<file path="src/rtl/complex_mult_pkg.sv">
// Shared types and width rules for the complex accumulator: FSM encoding and
// the minimum accumulator width that keeps a full 256-product frame from overflowing.
package complex_mult_pkg;

    typedef enum logic [1:0] {
        ST_IDLE   = 2'd0,
        ST_ACCUM  = 2'd1,
        ST_OUTPUT = 2'd2
    } acc_state_e;

    // log2(256) guard bits absorb the growth of the longest frame.
    localparam int ACC_GUARD_BITS = 8;

    function automatic int acc_min_width(input int data_width);
        return 2 * data_width + ACC_GUARD_BITS;
    endfunction

endpackage

</file>
<file path="src/rtl/complex_acc_lane.sv">
// One accumulator lane: sign-extends a signed product and either loads it,
// adds it to the held sum, or clears the sum.
module complex_acc_lane
    import complex_mult_pkg::*;
#(
    parameter int DATA_WIDTH = 8,
    parameter int ACC_WIDTH  = acc_min_width(DATA_WIDTH)
) (
    input  logic                    clk,
    input  logic                    rst,
    input  logic                    clr_i,
    input  logic                    load_i,
    input  logic                    add_i,
    input  logic [2*DATA_WIDTH-1:0] prod_i,
    output logic [ACC_WIDTH-1:0]    acc_o
);

    localparam int PW = 2 * DATA_WIDTH;

    logic [ACC_WIDTH-1:0] prod_ext;
    logic [ACC_WIDTH-1:0] acc_q;
    logic [ACC_WIDTH-1:0] acc_d;

    assign prod_ext = {{(ACC_WIDTH - PW){prod_i[PW-1]}}, prod_i};

    // Clear wins over load, load wins over add; otherwise the sum is held.
    always_comb begin
        acc_d = acc_q;
        if (clr_i) begin
            acc_d = '0;
        end else if (load_i) begin
            acc_d = prod_ext;
        end else if (add_i) begin
            acc_d = acc_q + prod_ext;
        end
    end

    always_ff @(posedge clk or posedge rst) begin
        if (rst) begin
            acc_q <= '0;
        end else begin
            acc_q <= acc_d;
        end
    end

    assign acc_o = acc_q;

endmodule

</file>
<file path="src/rtl/complex_acc.sv">
// Frame accumulator for complex products: sums acc_len products per frame and
// presents the sum downstream with a valid/ready handshake.
module complex_acc
    import complex_mult_pkg::*;
#(
    parameter int DATA_WIDTH = 8,
    parameter int ACC_WIDTH  = acc_min_width(DATA_WIDTH)
) (
    input  logic                    clk,
    input  logic                    rst,
    input  logic                    sw_rst,
    input  logic [7:0]              acc_len,
    input  logic                    res_val,
    input  logic [2*DATA_WIDTH-1:0] result_re,
    input  logic [2*DATA_WIDTH-1:0] result_im,
    output logic                    res_ready,
    output logic                    acc_val,
    output logic [ACC_WIDTH-1:0]    acc_re,
    output logic [ACC_WIDTH-1:0]    acc_im,
    input  logic                    acc_ready,
    output logic [15:0]             frame_cnt,
    output logic [1:0]              dbg_state_o
);

    if (ACC_WIDTH < acc_min_width(DATA_WIDTH)) begin : g_width_check
        $error("complex_acc: ACC_WIDTH below 2*DATA_WIDTH+8 can overflow");
    end

    // Handshakes: a transfer happens on a rising clk edge where valid and ready
    // are both high. res_ready and acc_val are registers that depend only on
    // FSM state, so neither side sees a combinational path through this block.

    acc_state_e  state_q;
    logic [8:0]  cnt_q;
    logic [8:0]  cnt_d;
    logic [8:0]  len_q;
    logic [8:0]  len_d;
    logic        acc_val_q;
    logic        res_ready_q;
    logic [15:0] frame_cnt_q;

    logic prod_hs;
    logic sum_hs;
    logic lane_clr;
    logic lane_load;
    logic lane_add;

    assign prod_hs = res_val && res_ready_q;
    assign sum_hs  = acc_val_q && acc_ready;

    // acc_len of zero encodes a 256-product frame.
    assign len_d = (acc_len == 8'd0) ? 9'd256 : {1'b0, acc_len};
    assign cnt_d = cnt_q + 9'd1;

    always_ff @(posedge clk or posedge rst) begin
        if (rst) begin
            state_q     <= ST_IDLE;
            cnt_q       <= '0;
            len_q       <= '0;
            acc_val_q   <= 1'b0;
            res_ready_q <= 1'b0;
            frame_cnt_q <= '0;
        end else if (sw_rst) begin
            state_q     <= ST_IDLE;
            cnt_q       <= '0;
            acc_val_q   <= 1'b0;
            res_ready_q <= 1'b1;
            frame_cnt_q <= '0;
        end else begin
            case (state_q)
                ST_IDLE: begin
                    res_ready_q <= 1'b1;
                    if (prod_hs) begin
                        len_q <= len_d;
                        cnt_q <= 9'd1;
                        if (len_d == 9'd1) begin
                            state_q     <= ST_OUTPUT;
                            acc_val_q   <= 1'b1;
                            res_ready_q <= 1'b0;
                        end else begin
                            state_q <= ST_ACCUM;
                        end
                    end
                end
                ST_ACCUM: begin
                    res_ready_q <= 1'b1;
                    if (prod_hs) begin
                        cnt_q <= cnt_d;
                        if (cnt_d == len_q) begin
                            state_q     <= ST_OUTPUT;
                            acc_val_q   <= 1'b1;
                            res_ready_q <= 1'b0;
                        end
                    end
                end
                ST_OUTPUT: begin
                    if (sum_hs) begin
                        state_q     <= ST_IDLE;
                        cnt_q       <= '0;
                        acc_val_q   <= 1'b0;
                        res_ready_q <= 1'b1;
                        frame_cnt_q <= frame_cnt_q + 16'd1;
                    end
                end
                default: begin
                    state_q     <= ST_IDLE;
                    cnt_q       <= '0;
                    acc_val_q   <= 1'b0;
                    res_ready_q <= 1'b1;
                end
            endcase
        end
    end

    // The sum registers keep the finished sum after acceptance; only the next
    // frame's first product (or a clear) replaces it.
    assign lane_clr  = sw_rst;
    assign lane_load = !sw_rst && prod_hs && (state_q == ST_IDLE);
    assign lane_add  = !sw_rst && prod_hs && (state_q == ST_ACCUM);

    complex_acc_lane #(
        .DATA_WIDTH (DATA_WIDTH),
        .ACC_WIDTH  (ACC_WIDTH)
    ) u_lane_re (
        .clk    (clk),
        .rst    (rst),
        .clr_i  (lane_clr),
        .load_i (lane_load),
        .add_i  (lane_add),
        .prod_i (result_re),
        .acc_o  (acc_re)
    );

    complex_acc_lane #(
        .DATA_WIDTH (DATA_WIDTH),
        .ACC_WIDTH  (ACC_WIDTH)
    ) u_lane_im (
        .clk    (clk),
        .rst    (rst),
        .clr_i  (lane_clr),
        .load_i (lane_load),
        .add_i  (lane_add),
        .prod_i (result_im),
        .acc_o  (acc_im)
    );

    assign res_ready   = res_ready_q;
    assign acc_val     = acc_val_q;
    assign frame_cnt   = frame_cnt_q;
    assign dbg_state_o = state_q;

endmodule

</file>
<file path="config.mk">
export PLATFORM = sky130hd
export DESIGN_NAME = complex_acc
export DESIGN_NICKNAME = d
export VERILOG_FILES = /design/src/rtl/complex_mult_pkg.sv /design/src/rtl/complex_acc_lane.sv /design/src/rtl/complex_acc.sv
export SDC_FILE = /design/constraint.sdc
export NUM_CORES = 1
export LEC_CHECK = 0
export ABC_CLOCK_PERIOD_IN_PS = 8700
export BUFFER_PORTS_ARGS = -buffer_cell sky130_fd_sc_hd__clkbuf_2
export CAP_MARGIN = 30
export CORE_AREA = 2 2 96 116
export CTS_CLUSTER_SIZE = 10
export DETAILED_ROUTE_END_ITERATION = 7
export DIE_AREA = 0 0 98 118
export GPL_TIMING_DRIVEN = 0
export PLACE_DENSITY = 0.93
export SLEW_MARGIN = 30
export SYNTH_ARGS = -nofsm -noshare
export SYNTH_HDL_FRONTEND = slang
export SYNTH_SLANG_ARGS = --single-unit
</file>
<file path="constraint.sdc">
create_clock -name clk -period 8.7 [get_ports clk]
set_clock_uncertainty 0.1 [all_clocks]
set_input_delay 1.74 -clock clk [delete_from_list [all_inputs] [get_ports clk]]
set_output_delay 1.74 -clock clk [all_outputs]
set_load 0.01 [all_outputs]
</file>
-- After elaboration in Yosys (flattened, before gate mapping)
Cells that the tools add are included.
W data, S select, Z words.
- flip-flop bits (word level): 86
- bits of input ports: 45
- output and inout bits: 68
- add/sub/neg operators: 4
- equal/unequal tests: 9
- multiplexer cells: 36
- bitwise gates (word level): 1
- reduce and logical (&&, ||, !) cells: 16
- operators by type and width (cell ; count):
    $mux W24 ; 6
    $add A24 B24 Y24 ; 2
    $mux W16 ; 3
    $mux W9 ; 5
    $pmux W9 S3 ; 1
    $add A16 B1 Y16 const B ; 1
    $ne A3 B3 Y1 const B ; 5
    $mux W1 ; 12
    $mux W2 ; 6
    $add A9 B1 Y9 const B ; 1
    $eq A9 B1 Y1 const B ; 1
    $eq A9 B9 Y1 ; 1
    $logic_not A8 Y1 ; 1
    $pmux W1 S3 ; 2
    $pmux W2 S3 ; 1
    $reduce_and A3 Y1 ; 2
    $logic_and A1 B1 Y1 ; 5
    $reduce_and A5 Y1 ; 1
    $reduce_and A4 Y1 ; 1
    $reduce_bool A2 Y1 ; 2
    $reduce_bool A3 Y1 ; 1
    $eq A2 B1 Y1 const B ; 1
    $eq A2 B2 Y1 const B ; 1
    $logic_not A2 Y1 ; 1
    3 further kinds ; 3

-- Longest topological paths before layout
- depth in word-level cells: 7
- mapped depth: 11

-- Hierarchy
A second synthesis with hierarchy kept.
- cell total of the unflattened synthesis: 817
- area, all modules: 6821.5 um2
- by module, submodules not included (module ; times used ; cells an instance ; area an instance (um2) ; sequential area each (um2)):
    complex_acc_lane ; 2 ; 290 ; 2324.7 ; 600.6
    complex_acc ; 1 ; 237 ; 2172.1 ; 950.9

-- Worst setup path before layout
No wires, ideal clock.
- path kind: input -> register
- from: input port result_im[0]
- to: register u_lane_im.acc_q[22], in the netlist u_lane_im.acc_o[22]
- library setup time: 0.141 ns
- arrival time: 3.796 ns
- required time: 8.459 ns
- path slack: 4.663 ns
- cell stages on the path: 10
- buffers on the path: 0
- cells stage by stage: ha_1 -> fa_1 -> a21o_1 -> a21oi_1 -> o21ai_1 -> a221oi_4 -> o32ai_1 -> a221oi_2 -> xnor2_1 -> o21ai_1
- word-level cells in the longest chain between the ends: 4
- RTL lines (what ; line ; source):
    from (decl) ; complex_acc.sv:15 ; input logic [2*DATA_WIDTH-1:0] result_im,
    $add A24 B24 Y24 ; complex_acc_lane.sv:34 ; acc_d = acc_q + prod_ext;
    $mux W24 ; complex_acc_lane.sv:33 ; end else if (add_i) begin
    $mux W24 ; complex_acc_lane.sv:31 ; end else if (load_i) begin
    $mux W24 ; complex_acc_lane.sv:29 ; if (clr_i) begin
    to (signal assigned) ; complex_acc_lane.sv:40 ; acc_q <= '0;
    to (signal assigned) ; complex_acc_lane.sv:42 ; acc_q <= acc_d;
    to (decl) ; complex_acc_lane.sv:21 ; logic [ACC_WIDTH-1:0] acc_q;
Every way passes these cells. The select of a mux whose other input is x is not followed.
A chain may end at the register's enable or synchronous reset.

-- Final worst setup path
Same ends and word-level chain as after synthesis.

==> out/qor.csv <==
stage;metric;value;unit
logic_synthesis;syn nets;819;
sta;Tmin final;4.13;ns
floorplanning;DIE HEIGHT;118;um
power;Leak;3.56;nW
power;total power;1.28;mW
floorplanning;total core area;0.0104;mm^2
sta;Pins Over Slew Limit;0;
grt;GRT Overall Usage;28.9;%
clock_tree;cts hold-fix bufs;0;
logic_synthesis;Cell variety after synth;70;
routing;detailed-router iteration count before antenna repair;5;
floorplanning;Die Area;0.0116;mm^2
power;Worst VDD drop;0.108;mV
finish;Layout Nets;943;
clock_tree;Clock Tree Root;clkbuf_16;
sta;Achievable Freq;242;MHz
sta;Hold Vio Cnt, Final;0;
routing;DR vias/cell;6.13;
sta;Slew Limit Headroom;49.1;%
logic_synthesis;cell area after synthesis;0.00634;mm^2
grt;pin count of the biggest net entering global routing;53;
setup_path;Crit Path Category;in -> reg;
floorplanning;initial core utilization;60.8;%
logic_synthesis;area leader, netlist;dfrtp_1;
finish;Design Area, Final;0.00740;mm^2
routing;Vias;6015;
logic_synthesis;Mapped Cells;724;
setup_path;Worst Path Arrival;4.24;ns
finish;# diodes;0;
logic_synthesis;share of the synthesized area in the top cell type;34.0;%
grt;first-pass GRT wire length;27400;um
grt;initial antenna violation count;0;
placed_design;RePlAce Congestion;0.954;
setup_path;delay-heaviest family, CP;compound AO/OA/AOI/OAI gates;
routing;WL/cell;16.7;um
setup_path;data required time of the worst path;8.81;ns
logic_synthesis;mean post-synth cell area;8.75;um^2
placed_design;DP HPWL;12300;um
setup_path;crit path cell chain;clkbuf_2 > ha_1 > fa_1 > a21o_1 > a21oi_1 > o21ai_1 > a221oi_4 > o32ai_1 > a221oi_2 > xnor2_1 > o21ai_1;
clock_tree;H-tree levels;3;
placed_design;Cell Area, Placed;0.00709;mm^2
setup_path;Critical-path top delay cell;fa_1;
logic_synthesis;post-synthesis sequential area ratio;34.0;%
setup_path;Critical Path Most Common Cell;o21ai_1;
logic_synthesis;Post-synth EDFFs;0;
job;maxcap violations;0;
power;Power Density;172;mW/mm^2
logic_synthesis;Syn. warnings;0;
routing;Routed WL;16400;um
logic_synthesis;Async S/R FF share, synth;100;%
setup_path;CP peak stage delay;0.42;ns
run_status;status;complete, no violations;
logic_synthesis;Top FF cell, synth;dfrtp_1;
clock_tree;clock insertion delay at the later pin of the skew report;0.35;ns
logic_synthesis;Area contributors post-synth;dfrtp_1 34%, ha_1 9.5%, o21ai_0 6.5%;
setup_path;CP bufs+invs;1;
clock_tree;postcts setup bufs;0;
floorplanning;Placement Rows;41;
setup_path;crit-path max FO;6;
routing;# DRC;0;
clock_tree;Clock transition at path regs;0.07;ns
logic_synthesis;synthesis-stage register bit count;86;
routing;Routed Antenna Nets;0;
sta;Tcrit/Tclk final;47.5;%
setup_path;CP Capture Type;flip-flop;
finish;share of cells above drive strength 1;18.4;%
finish;area grow syn2layout;16.8;%
setup_path;crit path launch type;input port;
floorplanning;Ports;113;
clock_tree;clock buffer depth;2;
hold_path;HP Class;reg -> reg;
sta;RSZ-0062 raised after global routing;false;
grt;total grt overflow;0;
placed_design;count of buffers from port buffering;112;
finish;Fillers;798;
routing;DRT iter0 DRCs;302;
clock_tree;number of buffers created by CTS;9;
clock_tree;Resized cells post-CTS;0;
sta;final setup vio count;0;
clock_tree;CTS tree;done;
sta;sum of negative setup slack;0;ns
clock_tree;CTS Sinks;86;
sta;worst-margin pin slew;0.755;ns
grt;via count of the first global-routing pass;5899;
floorplanning;Chip Width;98;um
## per-layer routing
layer  up-vias  GRT usage [%]  share of wire, %
li1       2883              -                 -
met5         -              0                 0
met4         0           11.2               2.2
met3        28           5.17               6.5
met2       227           50.0                50
met1      2877           35.6                41
## cell usage after synthesis (all sizes together) (3+ instances only)
master,instances
inv,18
and4,3
and3,6
a31oi,10
nor4,3
o21ai,88
mux2,8
dfrtp,86
a221oi,3
o21a,4
o21bai,7
nor3,11
clkbuf,24
a21oi,59
mux2i,16
xor2,30
ha,48
nor3b,9
nand2b,5
nor2,54
or3,4
nand2,75
and2,3
buf,6
a22oi,6
xnor2,36
o31ai,5
nand3,19
a211oi,5
a21o,22
nor2b,5
nand4,10
## worst min-delay path, delay by kind of cell, from the launching register on
family          cells  cell delay, ns
simple gates        1            0.05
compound gates      1            0.06
flops               1            0.37
## registers in the layout, indices dropped and copies added (netlist names)
register,count
res_ready,1
u_lane_im.acc_o,24
acc_val,1
len_q,9
frame_cnt,16
dbg_state_o,2
u_lane_re.acc_o,24
cnt_q,9
## stage by stage
step,utilization (%),worst slack [ns],instances,hold slack [ns]
final,71.1,4.57,982,0.415
after global routing,71.1,4.39,982,0.453
after CTS,71.0,4.62,982,0.418
after detailed placement,68.1,4.25,966,0.404
after global placement,67.8,3.59,965,0.393
after floorplan,-,4.64,724,0.371
## where the power goes
group	leakage [nW]	internal, mW	switching (mW)
sequential	1.14	0.434	0.0331
clock	0.149	0.233	0.173
combinational	2.27	0.172	0.232
## cell families after synthesis
| logic type | synth area share [%] |
|---|---|
| buffers and inverters | 2.88 |
| flip-flops | 34.0 |
| AND/OR/NAND/NOR | 16.2 |
| AO/OA/AOI/OAI | 23.8 |
| multiplexers | 3.95 |
| adder cells (fa/ha/maj) | 10.1 |
| XOR/XNOR | 9.12 |
## layout by cell type, fill, tap and decap left out, types with 9 or more instances in the layout
cell type / n
clkbuf_2: 112
dfrtp_1: 86
o21ai_0: 82
nand2_1: 75
a21oi_1: 59
nor2_1: 54
ha_1: 48
xnor2_1: 36
xor2_1: 30
clkbuf_1: 24
a21o_1: 21
nand3_1: 19
inv_1: 17
mux2i_1: 16
a31oi_1: 10
nand4_1: 10
nor3_1: 9
nor3b_1: 9
clkbuf_16: 9
## worst paths after layout
path	start	to	slack, ns	cells after the start
max	result_im[0]	u_lane_im.acc_o[22]	4.57	11
max reg2reg	u_lane_im.acc_o[0]	u_lane_im.acc_o[22]	5.67	10
max in group asynchronous	rst	u_lane_im.acc_o[4]	6.67	3
min	u_lane_re.acc_o[3]	u_lane_re.acc_o[3]	0.42	2
min in group asynchronous	rst	frame_cnt[15]	1.26	2
min reg2reg	u_lane_re.acc_o[3]	u_lane_re.acc_o[3]	0.42	2
## final cells by class
type	count	area, um^2	area share, %
clock buffer	10	239	3.23
multi-input combinational	590	4010	54.1
timing repair buffer	113	588	7.94
clock inverter	6	68.8	0.930
tap	129	161	2.18
buffer	30	115	1.55
sequential	86	2150	29.1
inverter	18	72.6	0.980
(Power assumes the default switching activity.)
